$ cat src/rtl/riscv_muldiv_unit.sv
// RV M-extension execute unit: multi-cycle multiply and restoring divide behind valid/ready
// handshakes, with an optional DIV/REM result cache so the paired op completes in one cycle.
module riscv_muldiv_unit #(
  parameter int XLEN        = 32,
  parameter int MUL_LATENCY = 2,
  parameter int DIV_BITS    = 1,
  parameter int FUSE_DIVREM = 1
) (
  input  logic            clk,
  input  logic            rst,
  input  logic            in_valid,
  output logic            in_ready,
  input  logic [2:0]      funct3,
  input  logic [XLEN-1:0] rs1,
  input  logic [XLEN-1:0] rs2,
  output logic            out_valid,
  input  logic            out_ready,
  output logic [XLEN-1:0] result,
  output logic            busy
);
  localparam int ITERS = XLEN / DIV_BITS;
  localparam int CW    = $clog2(ITERS + 1);
  localparam logic [XLEN-1:0] INT_MIN = {1'b1, {(XLEN-1){1'b0}}};

  typedef enum logic [1:0] {IDLE, MUL, DIV, DONE} state_t;

  state_t          state_q, state_d;
  logic [CW-1:0]   cnt_q, cnt_d;
  logic [1:0]      op_q, op_d;
  logic [XLEN-1:0] a_q, a_d, b_q, b_d;
  logic [XLEN-1:0] quo_q, quo_d, rem_q, rem_d, dvs_q, dvs_d;
  logic [XLEN-1:0] result_q, result_d;
  logic            cache_valid_q, cache_valid_d, c_sgn_q, c_sgn_d;
  logic [XLEN-1:0] c_a_q, c_a_d, c_b_q, c_b_d, c_quo_q, c_quo_d, c_rem_q, c_rem_d;

  // Multiplier operands come straight from the inputs when idle so a 1-cycle
  // multiply can complete on the accept edge; otherwise from the latched copy.
  logic [1:0]        mop;
  logic [XLEN-1:0]   ma, mb, mul_res;
  logic              ma_sgn, mb_sgn;
  logic [2*XLEN-1:0] ma_ext, mb_ext, prod;

  always_comb begin
    if (state_q == IDLE) begin
      ma = rs1; mb = rs2; mop = funct3[1:0];
    end else begin
      ma = a_q; mb = b_q; mop = op_q;
    end
    ma_sgn  = (mop == 2'b01) || (mop == 2'b10);
    mb_sgn  = (mop == 2'b01);
    ma_ext  = {{XLEN{ma_sgn & ma[XLEN-1]}}, ma};
    mb_ext  = {{XLEN{mb_sgn & mb[XLEN-1]}}, mb};
    prod    = ma_ext * mb_ext;
    mul_res = (mop == 2'b00) ? prod[XLEN-1:0] : prod[2*XLEN-1:XLEN];
  end

  logic            in_sgn, div_zero, div_ovf, div_hit;
  logic [XLEN-1:0] dvd_mag, dvs_mag, imm_quo, imm_rem;

  always_comb begin
    in_sgn   = ~funct3[0];
    div_zero = (rs2 == '0);
    div_ovf  = in_sgn && (rs1 == INT_MIN) && (rs2 == '1);
    div_hit  = (FUSE_DIVREM != 0) && cache_valid_q && (c_a_q == rs1) &&
               (c_b_q == rs2) && (c_sgn_q == in_sgn);
    dvd_mag  = (in_sgn && rs1[XLEN-1]) ? -rs1 : rs1;
    dvs_mag  = (in_sgn && rs2[XLEN-1]) ? -rs2 : rs2;
    imm_quo  = div_zero ? '1  : (div_ovf ? rs1 : c_quo_q);
    imm_rem  = div_zero ? rs1 : (div_ovf ? '0  : c_rem_q);
  end

  logic [XLEN:0]   part;
  logic [XLEN-1:0] it_q, it_r;

  always_comb begin
    it_r = rem_q;
    it_q = quo_q;
    part = '0;
    for (int unsigned j = 0; j < DIV_BITS; j++) begin
      part = {it_r, it_q[XLEN-1]};
      it_q = {it_q[XLEN-2:0], 1'b0};
      if (part >= {1'b0, dvs_q}) begin
        part    = part - {1'b0, dvs_q};
        it_q[0] = 1'b1;
      end
      it_r = part[XLEN-1:0];
    end
  end

  logic            fx_sgn;
  logic [XLEN-1:0] fx_quo, fx_rem;

  always_comb begin
    fx_sgn = ~op_q[0];
    fx_quo = (fx_sgn && (a_q[XLEN-1] ^ b_q[XLEN-1])) ? -quo_q : quo_q;
    fx_rem = (fx_sgn && a_q[XLEN-1]) ? -rem_q : rem_q;
  end

  always_comb begin
    state_d       = state_q;
    cnt_d         = cnt_q;
    op_d          = op_q;
    a_d           = a_q;
    b_d           = b_q;
    quo_d         = quo_q;
    rem_d         = rem_q;
    dvs_d         = dvs_q;
    result_d      = result_q;
    cache_valid_d = cache_valid_q;
    c_a_d         = c_a_q;
    c_b_d         = c_b_q;
    c_sgn_d       = c_sgn_q;
    c_quo_d       = c_quo_q;
    c_rem_d       = c_rem_q;
    case (state_q)
      IDLE: if (in_valid) begin
        a_d  = rs1;
        b_d  = rs2;
        op_d = funct3[1:0];
        if (!funct3[2]) begin
          cnt_d = CW'(1);
          if (MUL_LATENCY == 1) begin
            result_d = mul_res;
            state_d  = DONE;
          end else begin
            state_d  = MUL;
          end
        end else if (div_zero || div_ovf || div_hit) begin
          result_d      = funct3[1] ? imm_rem : imm_quo;
          cache_valid_d = 1'b1;
          c_a_d         = rs1;
          c_b_d         = rs2;
          c_sgn_d       = in_sgn;
          c_quo_d       = imm_quo;
          c_rem_d       = imm_rem;
          state_d       = DONE;
        end else begin
          // Magnitudes are loaded on the accept edge; DIV then runs ITERS steps plus fixup.
          quo_d   = dvd_mag;
          dvs_d   = dvs_mag;
          rem_d   = '0;
          cnt_d   = '0;
          state_d = DIV;
        end
      end
      MUL: begin
        if (cnt_q == CW'(MUL_LATENCY - 1)) begin
          result_d = mul_res;
          state_d  = DONE;
        end else begin
          cnt_d = cnt_q + 1'b1;
        end
      end
      DIV: begin
        if (cnt_q == CW'(ITERS)) begin
          result_d      = op_q[1] ? fx_rem : fx_quo;
          cache_valid_d = 1'b1;
          c_a_d         = a_q;
          c_b_d         = b_q;
          c_sgn_d       = fx_sgn;
          c_quo_d       = fx_quo;
          c_rem_d       = fx_rem;
          state_d       = DONE;
        end else begin
          quo_d = it_q;
          rem_d = it_r;
          cnt_d = cnt_q + 1'b1;
        end
      end
      DONE:    if (out_ready) state_d = IDLE;
      default: state_d = IDLE;
    endcase
  end

  always_ff @(posedge clk or posedge rst) begin
    if (rst) begin
      state_q       <= IDLE;
      cnt_q         <= '0;
      op_q          <= '0;
      a_q           <= '0;
      b_q           <= '0;
      quo_q         <= '0;
      rem_q         <= '0;
      dvs_q         <= '0;
      result_q      <= '0;
      cache_valid_q <= 1'b0;
      c_a_q         <= '0;
      c_b_q         <= '0;
      c_sgn_q       <= 1'b0;
      c_quo_q       <= '0;
      c_rem_q       <= '0;
    end else begin
      state_q       <= state_d;
      cnt_q         <= cnt_d;
      op_q          <= op_d;
      a_q           <= a_d;
      b_q           <= b_d;
      quo_q         <= quo_d;
      rem_q         <= rem_d;
      dvs_q         <= dvs_d;
      result_q      <= result_d;
      cache_valid_q <= cache_valid_d;
      c_a_q         <= c_a_d;
      c_b_q         <= c_b_d;
      c_sgn_q       <= c_sgn_d;
      c_quo_q       <= c_quo_d;
      c_rem_q       <= c_rem_d;
    end
  end

  assign in_ready  = (state_q == IDLE);
  assign out_valid = (state_q == DONE);
  assign busy      = (state_q != IDLE);
  assign result    = result_q;

endmodule

$ cat config.mk
export PLATFORM = sky130hd
export DESIGN_NAME = riscv_muldiv_unit
export DESIGN_NICKNAME = d
export VERILOG_FILES = /design/src/rtl/riscv_muldiv_unit.sv
export SDC_FILE = /design/constraint.sdc
export NUM_CORES = 2
export LEC_CHECK = 0
export BUFFER_PORTS_ARGS = -buffer_cell sky130_fd_sc_hd__buf_2
export CORE_AREA = 2 2 248 372
export CTS_CLUSTER_DIAMETER = 100
export DETAILED_ROUTE_END_ITERATION = 8
export DIE_AREA = 0 0 250 374
export GPL_TIMING_DRIVEN = 1
export PLACE_DENSITY = 0.95
export RECOVER_POWER = 25
export SLEW_MARGIN = 0
export SYNTH_ARGS = -nofsm -noshare
export SYNTH_HDL_FRONTEND = slang
export SYNTH_SLANG_ARGS = --single-unit
$ cat constraint.sdc
create_clock -name clk -period 29.5 [get_ports clk]
set_input_delay 5.9 -clock clk [delete_from_list [all_inputs] [get_ports clk]]
set_output_delay 5.9 -clock clk [all_outputs]
set_load 0.02 [all_outputs]
## After elaboration in Yosys (flattened, before gate mapping)

Index checks and enable logic that the tools add are counted.

| word-level totals | value |
|---|---|
| register bits | 332 |
| input bits | 71 |
| output and inout port bits | 35 |
| logic and storage cells | 151 |

| cells by class | value |
|---|---|
| add/sub/neg operators | 6 |
| multipliers | 1 |
| $lt $le $gt $ge | 1 |
| equality and inequality tests | 22 |
| mux-type cells | 75 |
| bitwise operators | 6 |
| reductions and logical operators | 25 |

Operator list:

| kind | number |
|---|---|
| $mux W32 | 43 |
| $pmux W32 S2 | 6 |
| $neg A32 Y32 | 4 |
| $pmux W32 S3 | 1 |
| $eq A32 B32 Y1 | 2 |
| $eq A32 B32 Y1 const B | 2 |
| $mul A33 B33 Y64 | 1 |
| $ge A33 B32 Y1 | 1 |
| $logic_not A32 Y1 | 1 |
| $sub A32 B32 Y32 | 1 |
| $mux W6 | 5 |
| $pmux W6 S3 | 1 |
| $reduce_and A5 Y1 | 3 |
| $mux W2 | 6 |
| $ne A2 B2 Y1 const B | 6 |
| $mux W1 | 10 |
| $logic_and A1 B1 Y1 | 9 |
| $pmux W2 S4 | 1 |
| $reduce_and A4 Y1 | 2 |
| $add A6 B1 Y6 const B | 1 |
| $eq A2 B2 Y1 const B | 3 |
| $eq A6 B1 Y1 const B | 1 |
| $eq A6 B6 Y1 const B | 1 |
| $ne A2 B1 Y1 const B | 3 |
| 13 further kinds | 22 |

## Depth between registers and ports, before layout

| logic depth | value |
|---|---|
| depth in word-level cells | 10 |
| depth in mapped cells | 39 |
| gate-level depth less buffers | 32 |

## Worst setup path before layout

No wires, ideal clock.

| timing path | value |
|---|---|
| path type | input-to-reg |
| from | input port funct3[1] |
| to | register result_q[28] (netlist: result[28]) |
| library setup time | 104 ps |
| data arrival time | 14630 ps |
| required time | 29396 ps |
| slack | 14766 ps |
| stages on the path | 31 |
| path buffers | 3 |
| cells stage by stage | clkbuf_1 > buf_1 > mux2i_1 > ha_1 > nor2_1 > clkbuf_1 > nand2_1 > inv_1 > fa_1 > inv_1 > fa_1 > inv_1 > fa_1 > fa_1 > inv_1 > fa_1 > inv_1 > fa_1 > inv_1 > fa_1 > fa_1 > inv_1 > ha_1 > a21o_1 > a21o_1 > a21oi_1 > or4b_2 > o21ai_0 > mux2i_1 > o21ai_0 > a221oi_1 |

| between the ends | value |
|---|---|
| longest elaborated chain between the ends | 8 |
| elaborated cells on any way between the ends | 15 |
| those cells by class | mul: 1; eq/ne: 2; mux: 8; bitwise: 2; reduce/logical: 2 |

Ends and longest elaborated chain:

| item | RTL line | source |
|---|---|---|
| start: declaration | 13 | `input logic [2:0] funct3,` |
| $mux W2 | 44 | `if (state_q == IDLE) begin` |
| $eq A2 B1 Y1 / $eq A2 B2 Y1 (equally long branches) | 49, 50 |  |
| $logic_or A1 B1 Y1 | 49 | `ma_sgn = (mop == 2'b01) \|\| (mop == 2'b10);` |
| $and A1 B1 Y1 | 51 | `ma_ext = {{XLEN{ma_sgn & ma[XLEN-1]}}, ma};` |
| $mul A33 B33 Y64 | 53 | `prod = ma_ext * mb_ext;` |
| $mux W32 | 54 | `mul_res = (mop == 2'b00) ? prod[XLEN-1:0] : prod[2*XLEN-1:XLEN];` |
| $mux W32 | 147 | `if (cnt_q == CW'(MUL_LATENCY - 1)) begin` |
| $pmux W32 S3 * | 115 | `case (state_q)` |
| end signal: assignment | 201 | `result_q <= result_d;` |
| end: declaration | 32 | `logic [XLEN-1:0] result_q, result_d;` |

Mark *: on every way between the ends. The rest lies on a longest branch, timed or not. The select of a mux whose other input is x is not followed.
A chain may end at the register's enable or synchronous reset.

## Worst setup path in the final report

Same ends and word-level chain as after synthesis.

==> flow_summary_export.csv <==
group,metric,value,unit
outcome,status,"finished, violations left",
outcome,failed_checks,"max-capacitance violations, max-slew violations",
timing,fmax,64.09,MHz
cts,clkTransAtPathRegs,0.07,ns
run,maxCapViolCount,7,
critical_path,cp_slowest_cell,"fa_1",
worst_hold_path,holdPathEnd,"c_quo_q[11]",
cells_and_area,drive_gt1_share,7.168,%
floorplanning,start_util,66.47,%
cts,cts_inserted_buffers,30,
logic_synthesis,synth_most_common_cell,"inv_1",
place,routabilityCongestion,1.126,
routing,top_layer_used,"met5",
cells_and_area,num-nets-final,8157,
cts,cts_max_level,1,
logic_synthesis,syn_nets,8323,
cells_and_area,instances_no_fill,7912,
cts,clockBufferDepth,3,
logic_synthesis,syn-mean-instance-area,8.731,µm²
critical_path,reg2reg_depth,28,
worst_hold_path,worstHoldPathType,"register to register",
routing,met1Wirelength,65440,µm
logic_synthesis,synth_top_area_share,37.60,%
routing,wl_per_cell,29.10,µm
floorplanning,die_x,250,µm
timing,slew_violations,226,
cts,cts_resized,0,
timing,max_slew.worst_pin.slew,6.228,ns
routing,drc,0,
critical_path,cpMostUsedCell,"fa_1",
logic_synthesis,yosys_warnings,0,
routing,drt-vias-per-instance,6.680,
logic_synthesis,synthCells,6867,
logic_synthesis,synth_edf_count,0,
routing,wl_met2,101400,µm
cts,clockRootBuffer,"clkbuf_16",
timing,fin_skew,0.03027,ns
cts,cts_setup_buffers,0,
routing,via_count,52850,
logic_synthesis,async_flop_share,100.0,%
cts,insertion_delay,0.65,ns
timing,min_period,15.60,ns
logic_synthesis,yosysTopAreaCell,"fa_1",
routing,detail_route.wirelength,230300,µm
timing,fin_crit_sh,52.89,%
logic_synthesis,seq_area_frac_synth,13.86,%
routing,wl_met3,31770,µm
critical_path,critPathArrivalTime,16.12,ns
floorplanning,rows,135,
critical_path,end_kind,"register",
place,dpl.hpwl,172100,µm
critical_path,reg2reg_to,"result[2]",
logic_synthesis,synth-seq-cells,332,
global_routing,grt_max_degree,177,
timing,finalHoldViolCount,0,
worst_hold_path,min_path_cells,2,
floorplanning,die_h,374,µm
critical_path,critPathMaxFanout,40,
critical_path,setup.worst_path.class,"input pin to register",
floorplanning,dieArea,93500,µm²
logic_synthesis,ys.flop_type,"dfrtp_1",
critical_path,max_stage_delay,0.89,ns
critical_path,r2r-start,"state_q[0]",
global_routing,antenna_found_initial,28,
routing,first_pass_iters,8,
cts,cts.sinks,332,
global_routing,overflow,0,
worst_hold_path,holdCritStartpoint,"c_quo_q[11]",
global_routing,grt_pass1_wl,347900,µm
floorplanning,pin_count,106,
routing,ant_nets,0,
timing,tns,0,ns
place,io_buffers,105,
place,post-place-cells,7831,
logic_synthesis,synth_area_leaders,"fa_1, dfrtp_1, inv_1, nand2_1, ha_1",
timing,finalSetupViolCount,0,
logic_synthesis,yosys-top-cells-count,"inv_1, fa_1, nand2_1, nor2_1, a21oi_1",
logic_synthesis,syn-cell-area,59950,µm²
timing,maxSlewHeadroom,-315.2,%
global_routing,grt_pass1_vias,57890,
critical_path,cp-start-kind,"input pin",
floorplanning,core_area,90200,µm²
cts,cts_tree,"done",
critical_path,r2r_slack,17.61,ns
timing,rsz0062_at_grt,"no",
global_routing,grt_usage,50.81,%
logic_synthesis,synth_cell_types,97,
cells_and_area,area_growth,4.293,%
cts,holdBufCountCts,0,
critical_path,crit_required,30.02,ns
routing,drtIter0Drc,6807,
==> kinds of logic after synthesis <==
group	share of synthesized area (%)
adder cells (fa/ha/maj)	43.00
flip-flops	13.86
AO/OA/AOI/OAI	10.05
XOR/XNOR	3.608
multiplexers	4.979
AND/OR/NAND/NOR	13.71
buffers and inverters	10.79
==> area by class of cell <==
type	instances	area, µm²
Antenna cell	24	60.06
Clock buffer	35	789.5
Clock inverter	20	319.1
Fill cell	6522	27670
Inverter	1289	4840
Multi-Input combinational cell	4844	45470
Sequential cell	332	8308
Tap cell	1164	1456
Timing Repair Buffer	204	1284
==> flip-flops by register name, indices dropped and copies added (netlist names), 32 cells and up <==
register and count:
a_q 32, b_q 32, c_a_q 32, c_b_q 32, c_quo_q 32, c_rem_q 32
dvs_q 32, quo_q 32, rem_q 32, result 32
==> stage by stage <==
stage / setup WS (ns) / hold WS, ns / area [µm²] / util (%)
floorplan: 14.40 / 0.4391 / 59950 / -
global placement: 13.58 / 0.4489 / 61260 / 67.92
detailed placement: 13.36 / 0.4558 / 61260 / 67.92
CTS: 13.99 / 0.4704 / 62370 / 69.15
global route: 13.51 / 0.4920 / 62480 / 69.27
finish: 13.90 / 0.4681 / 62530 / 69.32
==> layout by cell type (no fill, tap or decap), drive strengths merged, types with 8 or more instances in the layout <==
cell type / netlist / layout
inv: 1287 / 1292
fa: 1126 / 1126
nand2: 1104 / 1104
nor2: 535 / 535
a21oi: 345 / 345
dfrtp: 332 / 332
ha: 259 / 259
o21ai: 245 / 245
buf: 76 / 202
mux2: 143 / 143
mux2i: 137 / 137
xnor2: 127 / 127
xor2: 120 / 120
a21o: 54 / 54
a22o: 50 / 50
and2: 45 / 45
nand3: 44 / 44
nor3: 41 / 41
o31ai: 40 / 40
clkbuf: 325 / 37
or3: 33 / 33
nand4: 31 / 31
a211oi: 29 / 29
nor4: 26 / 26
diode: 0 / 24
nand2b: 23 / 23
a221oi: 23 / 23
a31oi: 23 / 23
nor2b: 22 / 22
o211ai: 19 / 19
or4: 17 / 17
and3: 15 / 15
o21a: 15 / 15
o41ai: 13 / 13
o21bai: 11 / 11
o22ai: 10 / 10
a2111oi: 10 / 10
or2: 9 / 9
a22oi: 8 / 8
==> worst max-delay path: cells and delay by family <==
| family | cells | cell delay, ns |
|---|---|---|
| mux | 2 | 0.47 |
| buf+inv | 10 | 1.94 |
| simple gates | 3 | 0.91 |
| fa+ha+maj | 10 | 5.16 |
| compound gates | 6 | 1.72 |
==> routing by layer <==
metal  up-vias  track usage, %
met4        14           53.15
li1      20960               -
met2      4484           76.99
met3      1927           21.26
met5         -               0
met1     25470           50.99
==> worst max-delay path by stage <==
stage,from,endpoint,slack [ns],depth (start not counted)
after floorplan,rst,a_q[0],14.40,1
after global routing,funct3[1],result[28],13.51,31
after global placement,funct3[1],result[28],13.58,31
after detailed placement,funct3[1],result[28],13.36,31
after CTS,funct3[1],result[28],13.99,31
final,funct3[1],result[28],13.90,31
Power is left out: the tool's default activity adds up to more than one toggle a clock period on the data nets, which glitch-free logic cannot reach.
